## config.mk

```make
export PLATFORM = sky130hd
export DESIGN_NAME = chain_paren_traceback
export DESIGN_NICKNAME = d
export VERILOG_FILES = /design/src/rtl/chain_paren_traceback.sv
export SDC_FILE = /design/constraint.sdc
export NUM_CORES = 1
export LEC_CHECK = 0
export CELL_PAD_IN_SITES_DETAIL_PLACEMENT = 0
export CELL_PAD_IN_SITES_GLOBAL_PLACEMENT = 1
export CORE_ASPECT_RATIO = 0.6
export CORE_MARGIN = 5
export CORE_UTILIZATION = 29
export CTS_CLUSTER_DIAMETER = 120
export DETAILED_ROUTE_END_ITERATION = 16
export PLACE_DENSITY = 0.52
export SYNTH_ARGS = -nofsm -noshare
export SYNTH_HDL_FRONTEND = slang
export SYNTH_SLANG_ARGS = --single-unit
```

## constraint.sdc

```tcl
create_clock -name clk -period 11.5 [get_ports clk]
set_clock_uncertainty 0.05 [all_clocks]
set_input_delay 1.15 -clock clk [delete_from_list [all_inputs] [get_ports clk]]
set_output_delay 1.15 -clock clk [all_outputs]
set_load 0.02 [all_outputs]
```

## src/rtl/chain_paren_traceback.sv

```systemverilog
// chain_paren_traceback
//
// Walks the split table left behind by the chain-multiplier DP fill and
// emits the optimal parenthesization as a token stream. The split tree is
// walked depth-first with an explicit segment stack. s[i][j] comes from the
// split-table RAM through a read port with one cycle of latency.
//
// Ports
//   clk, rst            clock, synchronous active-high reset
//   start, n            begin a traceback of an n-matrix chain (sampled in IDLE)
//   busy                traceback in progress
//   done                one-cycle pulse on normal completion
//   err                 one-cycle pulse on a rejected start or an invalid split
//   s_rd_en/i/j         split-table read strobe and address
//   s_rd_data           split value, valid the cycle after s_rd_en
//   tok_valid/ready     token handshake toward the consumer
//   tok_type, tok_idx   00 = M[tok_idx], 01 = '(', 10 = ')'
module chain_paren_traceback #(
  parameter int N_MAX = 16,
  parameter int IDX_W = 5,
  parameter int DW    = 32
) (
  input  logic             clk,
  input  logic             rst,
  input  logic             start,
  input  logic [IDX_W-1:0] n,
  output logic             busy,
  output logic             done,
  output logic             err,
  output logic             s_rd_en,
  output logic [IDX_W-1:0] s_rd_i,
  output logic [IDX_W-1:0] s_rd_j,
  input  logic [DW-1:0]    s_rd_data,
  output logic             tok_valid,
  input  logic             tok_ready,
  output logic [1:0]       tok_type,
  output logic [IDX_W-1:0] tok_idx
);

  // A full left/right-skewed tree leaves at most 2*N_MAX-1 entries pending.
  localparam int DEPTH = 2 * N_MAX - 1;
  localparam int SP_W  = $clog2(DEPTH + 1);
  localparam int ENT_W = 1 + 2 * IDX_W;

  localparam logic       KIND_SEG   = 1'b0;
  localparam logic       KIND_CLOSE = 1'b1;
  localparam logic [1:0] TOK_MAT    = 2'b00;
  localparam logic [1:0] TOK_OPEN   = 2'b01;
  localparam logic [1:0] TOK_CLOSE  = 2'b10;

  typedef enum logic [2:0] {
    S_IDLE,
    S_POP,
    S_EMIT,
    S_READ,
    S_WAIT,
    S_DONE
  } state_t;

  state_t           state_q, state_d;
  logic [SP_W-1:0]  sp_q, sp_d;
  logic [IDX_W-1:0] cur_i_q, cur_i_d;
  logic [IDX_W-1:0] cur_j_q, cur_j_d;
  logic             expand_q, expand_d;
  logic [1:0]       tok_type_q, tok_type_d;
  logic [IDX_W-1:0] tok_idx_q, tok_idx_d;

  // Stack entries are {kind, i, j}; sp_q counts occupied entries.
  logic [ENT_W-1:0] stack_q [DEPTH];

  // Up to three pushes per cycle, written to slots sp, sp+1, sp+2.
  logic [2:0]              wr_en;
  logic [2:0][ENT_W-1:0]   wr_data;

  logic [ENT_W-1:0] top_ent;
  logic             top_kind;
  logic [IDX_W-1:0] top_i, top_j;
  logic [IDX_W-1:0] split_k;
  logic             n_ok, k_ok;
  logic             unused_rd_bits;

  assign top_ent  = stack_q[sp_q - SP_W'(1)];
  assign top_kind = top_ent[ENT_W-1];
  assign top_i    = top_ent[2*IDX_W-1:IDX_W];
  assign top_j    = top_ent[IDX_W-1:0];

  assign split_k        = s_rd_data[IDX_W-1:0];
  assign unused_rd_bits = ^s_rd_data[DW-1:IDX_W];

  assign n_ok = (n != '0) && (n <= IDX_W'(N_MAX));
  // A usable split must leave both halves non-empty: i <= k < j.
  assign k_ok = (split_k >= cur_i_q) && (split_k < cur_j_q);

  always_ff @(posedge clk) begin
    if (rst) begin
      state_q    <= S_IDLE;
      sp_q       <= '0;
      cur_i_q    <= '0;
      cur_j_q    <= '0;
      expand_q   <= 1'b0;
      tok_type_q <= '0;
      tok_idx_q  <= '0;
    end else begin
      state_q    <= state_d;
      sp_q       <= sp_d;
      cur_i_q    <= cur_i_d;
      cur_j_q    <= cur_j_d;
      expand_q   <= expand_d;
      tok_type_q <= tok_type_d;
      tok_idx_q  <= tok_idx_d;
    end
  end

  always_ff @(posedge clk) begin
    for (int e = 0; e < DEPTH; e++) begin
      if (rst) begin
        stack_q[e] <= '0;
      end else if (wr_en[0] && (sp_q == SP_W'(e))) begin
        stack_q[e] <= wr_data[0];
      end else if (wr_en[1] && ((sp_q + SP_W'(1)) == SP_W'(e))) begin
        stack_q[e] <= wr_data[1];
      end else if (wr_en[2] && ((sp_q + SP_W'(2)) == SP_W'(e))) begin
        stack_q[e] <= wr_data[2];
      end
    end
  end

  always_comb begin
    state_d    = state_q;
    sp_d       = sp_q;
    cur_i_d    = cur_i_q;
    cur_j_d    = cur_j_q;
    expand_d   = expand_q;
    tok_type_d = tok_type_q;
    tok_idx_d  = tok_idx_q;
    wr_en      = '0;
    wr_data    = '0;
    busy       = 1'b0;
    done       = 1'b0;
    err        = 1'b0;
    s_rd_en    = 1'b0;
    s_rd_i     = '0;
    s_rd_j     = '0;
    tok_valid  = 1'b0;
    tok_type   = '0;
    tok_idx    = '0;

    case (state_q)
      S_IDLE: begin
        if (start) begin
          if (n_ok) begin
            // Stack is always empty in IDLE, so the root lands in slot 0.
            wr_en[0]   = 1'b1;
            wr_data[0] = {KIND_SEG, IDX_W'(1), n};
            sp_d       = SP_W'(1);
            state_d    = S_POP;
          end else begin
            err = 1'b1;
          end
        end
      end

      S_POP: begin
        busy = 1'b1;
        if (sp_q == '0) begin
          state_d = S_DONE;
        end else begin
          sp_d    = sp_q - SP_W'(1);
          cur_i_d = top_i;
          cur_j_d = top_j;
          state_d = S_EMIT;
          if (top_kind == KIND_CLOSE) begin
            tok_type_d = TOK_CLOSE;
            tok_idx_d  = '0;
          end else if (top_i == top_j) begin
            tok_type_d = TOK_MAT;
            tok_idx_d  = top_i;
          end else begin
            tok_type_d = TOK_OPEN;
            tok_idx_d  = '0;
            expand_d   = 1'b1;
          end
        end
      end

      S_EMIT: begin
        busy      = 1'b1;
        tok_valid = 1'b1;
        tok_type  = tok_type_q;
        tok_idx   = tok_idx_q;
        if (tok_ready) begin
          state_d = expand_q ? S_READ : S_POP;
        end
      end

      S_READ: begin
        busy    = 1'b1;
        s_rd_en = 1'b1;
        s_rd_i  = cur_i_q;
        s_rd_j  = cur_j_q;
        state_d = S_WAIT;
      end

      S_WAIT: begin
        busy     = 1'b1;
        expand_d = 1'b0;
        if (k_ok) begin
          // Push order leaves the left half on top, then the right half,
          // then the matching ')'.
          wr_en      = 3'b111;
          wr_data[0] = {KIND_CLOSE, cur_i_q, cur_j_q};
          wr_data[1] = {KIND_SEG, split_k + IDX_W'(1), cur_j_q};
          wr_data[2] = {KIND_SEG, cur_i_q, split_k};
          sp_d       = sp_q + SP_W'(3);
          state_d    = S_POP;
        end else begin
          err     = 1'b1;
          sp_d    = '0;
          state_d = S_IDLE;
        end
      end

      S_DONE: begin
        done    = 1'b1;
        state_d = S_IDLE;
      end

      default: begin
        state_d = S_IDLE;
      end
    endcase
  end

endmodule

```

==> metrics.txt, run 1 <==
status finished clean; internal power 2.49 mW; Via Count 18800; Synth Net Count 1933; warnings from Yosys 0; Setup Fix Bufs, Post-CTS 0; top area cells in the synthesized netlist edfxtp_1, mux4_2, o221ai_1; num ports 63; area grow syn2layout 12.8%; core area 72000 sq um; Num CTS Buffers 38; Max Root-Sink Buffers 3; htree depth 2; MaxCap Viol Count 0; WP data required approximately 12 ns; Worst setup SP type register; Setup TNS 0 ns; Comb pwr share 29.4%; Synth Area in Compound Gates 19.2%; share of the synthesized area in the top cell type 48.4%; count of final setup violators 0; Clk pwr share 31.1%; Sink Count ~370; initial drt markers approximately 3200; RSZ-0062 raised after global routing no; # resized after CTS 0; clk slew on worst S/H paths 0.06 ns; # DRC 0; num rows between 70 and 80; kind of critical path reg2reg; largest area contributor in the netlist edfxtp_1; Slew headroom 11.9%; placer's final routability congestion estimate 0.965; P_sw between 1 and 1.5 mW; Post-Syn Area 21100 sq um; CTS tree yes; largest net degree at the start of global routing 46; Seq/Total Area, Yosys roughly half; Yosys cell types 84; hold_buf cts 0; f_max 173 MHz; CP Capture Type register; ys async rst share 0%; Initial DRT Pass Iterations 6; final hold violations 0; PwrDens about 160 nW/um^2; Routed Antenna Nets 0; WL/cell 37.6 microns; post-DR vias/cell between 6 and 7; clock latency on the worst-skew pair 0.56 ns; first-pass GRT wire length 146000 microns; initial antenna violation count 5; final slew viol count 0; Switching Fraction 36.1%; sequential fraction of design power 39.5%; I/O Buffers 35; EDFF count, synth 341; Period Utilization, post-route approximately half; mux contribution to synthesized area 11.0%; Peak supply drop around 0.093 mV; XOR/XNOR Fraction of Synth Area less than 1%; total power 3.90 mW; share of cells above drive strength 1 between 10% and 20%; Die W 359 microns; fill count 7304; GRT Util Overall approximately 27%; synthesized flop and latch total 367; Die ar. 78600 sq um; number of global-route vias before repair 17400; Post-Synth Simple-Gate Area 13.0%; Root Driver clkbuf_16; total grt overflow 0; syn_area_per_cell 11.3 sq um; NumNets Final 1927; Leak between 7 and 8 nW; largest family of logic cells by synthesized area compound AO/OA/AOI/OAI gates; Hold/Removal Path Class reg2reg; Die Span Y around 220 microns; Top FF cell, synth edfxtp_1; detailed placement HPWL 75200 microns; Synth Instances approximately 1900; crit path DAT 6.19 ns; adder-cell share of the synthesized area 1.30%; Slew @ Worst Pin around 1.3 ns; crit path time final 5.79 ns; Routed WL roughly 110000 microns; Initial Util 29.4%; critical path peak fanout 19
power groups by stage:
| stage | registers, mW | logic (mW) | clock network (mW) |
|---|---|---|---|
| floorplan | 1.55 | 0.620 | 0 |
| global placement | 1.57 | 1.10 | 0 |
| detailed placement | 1.57 | 1.09 | 0 |
| CTS | 1.54 | 1.10 | 1.22 |
| global route | 1.55 | 1.16 | 1.27 |
| finish | 1.54 | 1.15 | 1.22 |
cell usage in the layout (no fill, tap or decap), types with 34 or more instances in the layout:
cell / n
clkdlybuf4s50_1: 34
clkbuf_16: 39
mux4_2: 91
edfxtp_1: 341
nand3_1: 76
o221ai_1: 141
nand2_1: 258
buf_4: 80
o21ai_1: 37
a21oi_1: 76
o22ai_1: 136
nor3_1: 53
nor2_1: 109
flip-flops by register name, summed over array words and instances, names as in the netlist:
signal      flops
stack_q       341
tok_type_q      2
state_q         3
cur_j_q         5
sp_q            5
expand_q        1
cur_i_q         5
tok_idx_q       5
worst max-delay path: stages (launching register included):
cell and delay [ns]:
dfxtp_4 0.45, inv_1 0.57, ha_1 0.67, xor2_4 0.68
buf_4 0.49, mux4_2 0.57, nand2_1 0.08, nand2_1 0.20
o211ai_1 1.03, xnor2_1 0.20, nand3_1 0.28, o31a_1 0.36
final cells by class:
type / instances / area, sq um / share of cell area [%]
Timing Repair Buffer: 115 / 946 / 3.96
Clock buffer: 48 / 1010 / 4.24
Sequential cell: 367 / 10800 / 45.1
Clock inverter: 20 / 126 / 0.530
Inverter: 25 / 93.8 / 0.393
Antenna cell: 4 / 10.0 / 0.0419
Tap cell: 975 / 1220 / 5.11
Multi-Input combinational cell: 1317 / 9690 / 40.6
worst paths after layout:
path                 from            to  slack (ns)  cells after the start
max               sp_q[0]      expand_q        5.71                     11
min reg2reg  tok_idx_q[2]  tok_idx_q[2]        0.41                      2
min          tok_idx_q[2]  tok_idx_q[2]        0.41                      2
max reg2reg       sp_q[0]      expand_q        5.71                     11
kinds of logic after synthesis:
| kind of cell | count (synthesis) |
|---|---|
| simple gates | 600 |
| flops | 367 |
| xor+xnor | 21 |
| buf+inv | 186 |
| fa+ha+maj | 22 |
| mux | 117 |
| compound gates | 557 |
synthesized netlist by cell type, types with 4 or more instances:
| cell | n |
|---|---|
| a21o_1 | 6 |
| buf_2 | 24 |
| xnor2_1 | 14 |
| o41ai_1 | 6 |
| nor3_2 | 4 |
| o21ai_1 | 33 |
| a22oi_1 | 20 |
| xor2_1 | 5 |
| a31oi_1 | 21 |
| a2bb2oi_1 | 7 |
| nand4_1 | 11 |
| a32oi_1 | 6 |
| o21a_1 | 5 |
| mux4_2 | 91 |
| nor2b_1 | 4 |
| and2_1 | 11 |
| nand2b_1 | 7 |
| nor3_1 | 55 |
| buf_4 | 10 |
| mux2i_1 | 21 |
| dfxtp_1 | 26 |
| inv_1 | 22 |
| and3_1 | 20 |
| o211ai_1 | 17 |
| or4_1 | 10 |
| o22ai_1 | 136 |
| ha_1 | 22 |
| o221ai_1 | 141 |
| a211oi_1 | 12 |
| a21oi_1 | 79 |
| a211o_1 | 6 |
| o21ai_0 | 15 |
| nand2_1 | 259 |
| clkbuf_1 | 114 |
| edfxtp_1 | 341 |
| nor2_1 | 110 |
| nand3_1 | 76 |
| mux2_2 | 4 |
| a2111oi_2 | 5 |
| a41oi_1 | 4 |
| or3_1 | 6 |
| buf_1 | 11 |
| nor4_1 | 11 |
metal layers:
metal	GRT usage (%)	wire length, microns
met5	0	20
met4	6.89	3040
met3	10.5	16000
met2	33.2	39400
met1	42.3	49500
stage by stage:
stage	cells	area, sq um	hold slack (ns)	util [%]	setup WS (ns)
after floorplan	1870	21100	0.371	-	7.14
after global placement	2799	22700	0.388	31.6	5.61
after detailed placement	2799	22700	0.401	31.6	5.64
after CTS	2867	23900	0.409	33.1	5.83
after global routing	2867	23900	0.425	33.1	5.69
final	2871	23900	0.406	33.2	5.71
No activity file was read; power rests on OpenSTA's default activity.
==> inputs of run 2 (changes only) <==
--- a/config.mk
+++ b/config.mk
@@ -12,7 +12,7 @@
 export CORE_UTILIZATION = 29
 export CTS_CLUSTER_DIAMETER = 120
 export DETAILED_ROUTE_END_ITERATION = 16
-export PLACE_DENSITY = 0.52
+export PLACE_DENSITY = 0.54
 export SYNTH_ARGS = -nofsm -noshare
 export SYNTH_HDL_FRONTEND = slang
 export SYNTH_SLANG_ARGS = --single-unit
==> constraint.sdc (replaced) <==
create_clock -name clk -period 5.27 [get_ports clk]
set_clock_uncertainty 0.05 [all_clocks]
set_input_delay 0.527 -clock clk [delete_from_list [all_inputs] [get_ports clk]]
set_output_delay 0.527 -clock clk [all_outputs]
set_load 0.02 [all_outputs]
==> metrics.txt, run 2 (synthesis results as in run 1) <==
status finished clean; number of global-route vias before repair 17900; critical path peak fanout 10; Peak supply drop 0.199 mV; NumNets Final 1977; Via Count 18900; r2r endpoint stack_q[10][5]; M1 GR Usage 41.3%; Slew @ Worst Pin 1.25 ns; clock latency on the worst-skew pair around 0.57 ns; met2 usage 33.3%; final hold violations 0; placed cell count ~2800; Worst setup SP type register; crit path time final 4.75 ns; CP cell instances ha_1 > inv_1 > nor2_1 > ha_1 > nand3_1 > nor2_1 > nand3_1 > o221ai_1; max reg flops 341; Max Root-Sink Buffers 3; Period Utilization, post-route 90.1%; Die W ~360 microns; Most flops, register stack_q; CTS tree yes; initial antenna violation count 5; reg2reg path depth 8; largest net degree at the start of global routing 63; Leak ~7.3 nW; clk slew on worst S/H paths about 0.060 ns; placer's final routability congestion estimate just over 1; core area a little over 70000 sq um; Routed WL roughly 110000 microns; share of cells above drive strength 1 15.9%; CP Capture Type register; gr busiest metal met1; GRT Util Overall 26.8%; Crit path max-delay family simple AND/OR/NAND/NOR gates; Num CTS Buffers 38; Setup Fix Bufs, Post-CTS 0; first-pass GRT wire length 147000 microns; commonest non-fill, non-tap cell in the layout edfxtp_1; RR Startpoint sp_q[1]; htree depth 2; slowest cell delay on critical path 0.81 ns; Slew headroom 16.8%; WP buf/inv 1; RSZ-0062 raised after global routing no; area grow syn2layout 14.4%; num ports 63; ant diodes 0; hold path cells 2; f_max roughly 210 MHz; final slew viol count 0; Final Non-Filler Cells 2912; total grt overflow 0; Setup TNS 0 ns; Die Span Y 219 microns; WL/cell between 30 and 40 microns; Root Driver clkbuf_16; PwrDens ~350 nW/um^2; MaxCap Viol Count 0; # resized after CTS 0; detailed placement HPWL 77900 microns; post-DR vias/cell 6.50; initial drt markers just under 3000; # DRC 0; Initial DRT Pass Iterations 6; num rows 76; r2r setup slk between 0.5 and 0.6 ns; I/O Buffers 35; Slowest-stage cell, CP nor2_1; hold_sp tok_idx_q[0]; most frequent cells in the layout edfxtp_1, nand2_1, o221ai_1; Initial Util 29.4%; Hold/Removal Path Class reg2reg; count of final setup violators 0; hold_buf cts 0; Sink Count 367; WP data required 5.55 ns; crit path DAT 5.03 ns; met3 GRT Util between 10% and 20%; Routed Antenna Nets 0; Hold Path Sink tok_idx_q[0]; kind of critical path reg2reg; Die ar. 78600 sq um
run 2: how the worst max path moves through the flow:
stage / depth (start not counted) / slack, ns / end / start
after floorplan: 16 / 0.95 / expand_q / sp_q[0]
after global placement: 13 / 0.76 / stack_q[26][1] / s_rd_data[0]
after detailed placement: 11 / 0.71 / expand_q / sp_q[1]
after CTS: 11 / 0.68 / expand_q / sp_q[1]
after global routing: 10 / 0.45 / tok_idx_q[0] / sp_q[1]
final: 8 / 0.52 / stack_q[10][5] / sp_q[1]
run 2: worst min-delay path, cell delays in order, from the launching register on:
cell and delay, ns:
dfxtp_1 0.30, nand2_1 0.05, o21ai_1 0.05
run 2: routing by layer:
metal  vias up  share of wire, %
met5         -             0.024
met4         4               2.4
met3       156                16
met2      1362                37
met1      9767                45
li1       7649                 -
run 2: power by group:
group | internal (mW) | switching [mW] | total (mW)
Combinational | 0.788 | 1.75 | 2.54
Clock | 1.38 | 1.22 | 2.60
Sequential | 3.29 | 0.0553 | 3.35
run 2: through the flow:
stage	area, sq um	setup WS [ns]	utilization (%)	hold WS [ns]	total power, mW
2_1_floorplan	21100	0.951	-	0.371	4.74
3_3_place_gp	23100	0.762	32.1	0.385	5.83
3_5_place_dp	23100	0.708	32.1	0.387	5.82
4_1_cts	24200	0.676	33.6	0.394	8.38
5_1_grt	24200	0.453	33.6	0.418	8.68
6_report	24200	0.522	33.6	0.392	8.49
run 2: area by class of cell:
type                    count  area [sq um]
inverters                  25          93.8
flip-flops and latches    367         10800
repair buffers            165          1360
clock buffers              53          1050
clock inverters            10          43.8
well taps                 975          1220
multi-input cells        1317          9670
fillers                  7261         47800
==> RTL edit 1, RTL diff (config.mk and constraints of run 2) <==
Make the reset (`rst`) asynchronous in one clocked block. Comments in the files are not updated.
--- a/src/rtl/chain_paren_traceback.sv
+++ b/src/rtl/chain_paren_traceback.sv
@@ -91,7 +91,7 @@
   // A usable split must leave both halves non-empty: i <= k < j.
   assign k_ok = (split_k >= cur_i_q) && (split_k < cur_j_q);
 
-  always_ff @(posedge clk) begin
+  always_ff @(posedge clk or posedge rst) begin
     if (rst) begin
       state_q    <= S_IDLE;
       sp_q       <= '0;
Check against the original RTL: not settled (the Yosys comparison gave no result); the edit may change what the design does.
==> RTL edit 1 against run 2 <==
Cell count rose by 3.9%; design area rose by 4.3%; wire length fell by 1.9%; fmax rose by 6.6%; critical endpoint is now stack_q[1][6]; sequential cell count did not move; setup slack improved by 290 ps; synthesized cell count rose by 2.0%; worst hold slack improved by 45 ps; synthesized area rose by 1.2%.
Power is not compared: it rests on default switching activity, and its combinational part moved more than twofold at a synthesized area within 25%.
==> RTL edit 1: results (changes against run 2) <==
* Top cells by count, synth: edfxtp_1, nand2_1, o22ai_1 (was edfxtp_1, nand2_1, o221ai_1)
* Critical path arrival at 4810 ps (was 5030 ps)
* Post-cts hold buffer count at 1 (was 0)
* Share of layout cells above drive strength 1 at 17.89% (was 15.90%)
* Sequential area share after synthesis at 50.90% (was 50.88%)
* Net Count, Synth at 1971 (was 1933)
* Largest net degree at the start of global routing at 90 (was 63)
* Total GRT Usage at 25.73% (was 26.78%)
* Worst Hold Endpoint: tok_type_q[0] (was tok_idx_q[0])
* Area post-placement at 0.02399 mm² (was 0.02311 mm²)
* Length of routed wiring on met1 at 46570 µm (was 48660 µm)
* Vias at 19.42k (was 18.94k)
* M1 GR Usage at 38.68% (was 41.33%)
* Status: completed (unchanged)
* Placer Congestion at 1.030 (was 1.016)
* Met2 wire length at 38380 µm (was 39240 µm)
* Synth area leaders: edfxtp_1, mux4_2, nand2_1 (was edfxtp_1, mux4_2, o221ai_1)
* CP Max Fanout at 27 (was 10)
* Worst Hold Path Cells at 1 (was 2)
* Initial antenna violation count at 2 (was 5)
* Worst R2R Setup Slack at 820 ps (was 520 ps)
* GR Util met3 at 11.95% (was 12.25%)
* Worst-Margin Slew at 1087 ps (was 1248 ps)
* First-pass GRT wire length at 145200 µm (was 147000 µm)
* Final wirelength at 105300 µm (was 107300 µm)
* GR peak layer: met1 (unchanged)
* RR Startpoint: sp_q[0] (was sp_q[1])
* Dpl hpwl at 74380 µm (was 77850 µm)
* Slowest stage cell, crit path: nor3_1 (was nor2_1)
* Worst path max stage delay at 720 ps (was 810 ps)
* Synth cell types at 77 (was 84)
* Fraction of registers with async set/reset at 7.084% (was 0%)
* Reg2reg end: stack_q[1][6] (was stack_q[10][5])
RTL edit 1: cells by family after synthesis:
family / Yosys count / synth area share (%)
AOI/OAI and AO/OA: 597 / 20.13
and+or+nand+nor: 587 / 12.53
DFF: 367 / 50.90
buffers and inverters: 202 / 4.047
muxes: 111 / 10.18
xor gates and xnor gates: 22 / 0.9357
adders and majority gates: 22 / 1.287
RTL edit 1: cell type report:
type                            count  area (µm²)
Fill cell                        7364       48160
Clock inverter                     21       207.7
Multi-Input combinational cell   1339        9723
Clock buffer                       47        1049
Tap cell                          987        1235
Sequential cell                   367       10890
Inverter                           27       101.3
Timing Repair Buffer              239        2042
RTL edit 1: power by group:
part           total (mW)  switching, mW  internal, mW
combinational        6.34           4.39          1.95
sequential           3.54          0.145          3.40
clock                2.87           1.26          1.61
RTL edit 1: worst max path at each step:
stage | start | end | slack [ps] | cells past startpoint
4_1_cts | sp_q[0] | stack_q[1][6] | 1000 | 8
2_1_floorplan | s_rd_data[0] | stack_q[22][0] | 1540 | 11
3_5_place_dp | s_rd_data[1] | stack_q[12][0] | 890 | 12
3_3_place_gp | n[0] | stack_q[28][6] | 890 | 8
6_report | sp_q[0] | stack_q[1][6] | 820 | 8
5_1_grt | sp_q[0] | stack_q[1][7] | 630 | 8
RTL edit 1: through the flow:
stage / hold WS (ps) / instances / worst slack [ps] / total power, mW / utilization (%)
floorplan: 391.2 / 1908 / 1545 / 7.004 / -
global placement: 414.3 / 2958 / 891.5 / 9.636 / 32.67
detailed placement: 418.4 / 2958 / 885.8 / 9.630 / 32.67
CTS: 434.1 / 3027 / 1002 / 12.49 / 34.40
global route: 461.7 / 3027 / 632.8 / 13.08 / 34.40
finish: 436.8 / 3027 / 815.7 / 12.76 / 34.40
==> RTL edit 2, RTL diff (settings of run 2) <==
Made on the original files. Change the parameter `N_MAX` from 16 to 32.
--- a/src/rtl/chain_paren_traceback.sv
+++ b/src/rtl/chain_paren_traceback.sv
@@ -16,7 +16,7 @@
 //   tok_valid/ready     token handshake toward the consumer
 //   tok_type, tok_idx   00 = M[tok_idx], 01 = '(', 10 = ')'
 module chain_paren_traceback #(
-  parameter int N_MAX = 16,
+  parameter int N_MAX = 32,
   parameter int IDX_W = 5,
   parameter int DW    = 32
 ) (
Check against the original RTL: not settled (the Yosys comparison gave no result); the edit may change what the design does.
==> RTL edit 2 against run 2 <==
Setup slack worse by 62 ps; total power up 49%; non-clock buffer count up 164; synthesized area up 84%; sequential cell count up 353; die area up 81%; wire length up 80%; design area up 87%; synthesized cell count up 83%; critical path type unchanged; largest power group unchanged.
==> RTL edit 2: results (changes against run 2) <==
* Status: completed (unchanged)
* Met2 Use GR at 31.84% (was 33.29%)
* Vias in the first global route at 30.68k (was 17.92k)
* Worst Hold Endpoint: stack_q[49][3] (was tok_idx_q[0])
* Setup crit start: sp_q[2] (was sp_q[1])
* Iteration-0 DRC Markers at 5950 (was 2978)
* Total CTS buffers at 73 (was 38)
* Post-layout net count at 3581 (was 1977)
* Post-Layout Cell Count at 5394 (was 2912)
* Length of routed wiring on met1 at 92180 µm (was 48660 µm)
* Logic power comb at 0.542 mW (was 2.54 mW)
* Slowest stage cell, crit path: nor3_1 (was nor2_1)
* Clk_lat worst skew at 690 ps (was 570 ps)
* Number of flops mapped to enable cells by yosys at 693 (was 341)
* Largest net degree at the start of global routing at 95 (was 63)
* Sequential area share after synthesis at 54.73% (was 50.88%)
* Fill cells at 13.43k (was 7261)
* Post-synthesis cell count at 3423 (was 1870)
* I/O Buffers at 30 (was 35)
* HP Start: s_rd_data[3] (was tok_idx_q[0])
* Critical path arrival at 5280 ps (was 5030 ps)
* Max Fclk at 0.2079 GHz (was 0.2106 GHz)
* Top cells by count, synth: edfxtp_1, nand2_1, o21ai_0 (was edfxtp_1, nand2_1, o221ai_1)
* Placer Congestion at 1.024 (was 1.016)
* Pre-CTS setup slack at 752.3 ps (was 707.8 ps)
* Area post-placement at 0.04283 mm² (was 0.02311 mm²)
* Inst Count DP at 5247 (was 2849)
* Worst R2R Setup Slack at 460 ps (was 520 ps)
* Total GRT Usage at 26.29% (was 26.78%)
* Max rail drop VDD at 196.9 µV (was 199.0 µV)
* Initial antenna violation count at 11 (was 5)
* First-pass GRT wire length at 262700 µm (was 147000 µm)
* Share of layout cells above drive strength 1 at 17.88% (was 15.90%)
* Vias per cell at 6.257 (was 6.503)
* Net Sw Frac at 23.25% (was 35.64%)
* GR Util met3 at 9.633% (was 12.25%)
* Dpl hpwl at 137400 µm (was 77850 µm)
* Synth area leaders: edfxtp_1, mux4_2, nand2_1 (was edfxtp_1, mux4_2, o221ai_1)
* CP Max Fanout at 20 (was 10)
* Worst slew margin at 17.92% (was 16.81%)
* Htree depth at 3 (was 2)
* Worst Hold Path Cells at 3 (was 2)
* Per-cell routed wire length at 35.80 µm (was 36.84 µm)
* Routed length on met3 at 27830 µm (was 16810 µm)
* Synth cell types at 73 (was 84)
* M1 GR Usage at 42.92% (was 41.33%)
* Lkg Pwr at 14.22 nW (was 7.339 nW)
* Met2 wire length at 69080 µm (was 39240 µm)
==> RTL edit 2: per-stage QoR <==
step / util [%] / hold slack, ps
floorplan: - / 366.6
global placement: 31.99 / 400.5
detailed placement: 31.99 / 398.2
CTS: 33.82 / 165.3
global route: 33.82 / 205.5
finish: 33.85 / 204.6
==> RTL edit 2: cell families after synthesis <==
logic type               synth area share [%]
XOR/XNOR                               0.7442
buffers and inverters                   3.519
adder cells (fa/ha/maj)                0.6415
AND/OR/NAND/NOR                         11.76
multiplexers                            11.42
flip-flops                              54.73
AO/OA/AOI/OAI                           17.18
==> RTL edit 2: area by class of cell <==
type	count	area share, %
flip-flops and latches	720	47.12
multi-input cells	2371	36.26
repair buffers	329	5.941
well taps	1802	4.975
clock buffers	90	4.406
clock inverters	45	1.024
inverters	25	0.2071
diodes	12	0.06626
==> RTL edit 2: worst min-delay path: cells and delay by family <==
kind	cells	cell delay (ps)
and+or+nand+nor	1	60
AOI/OAI and AO/OA	1	60
buffers and inverters	1	180
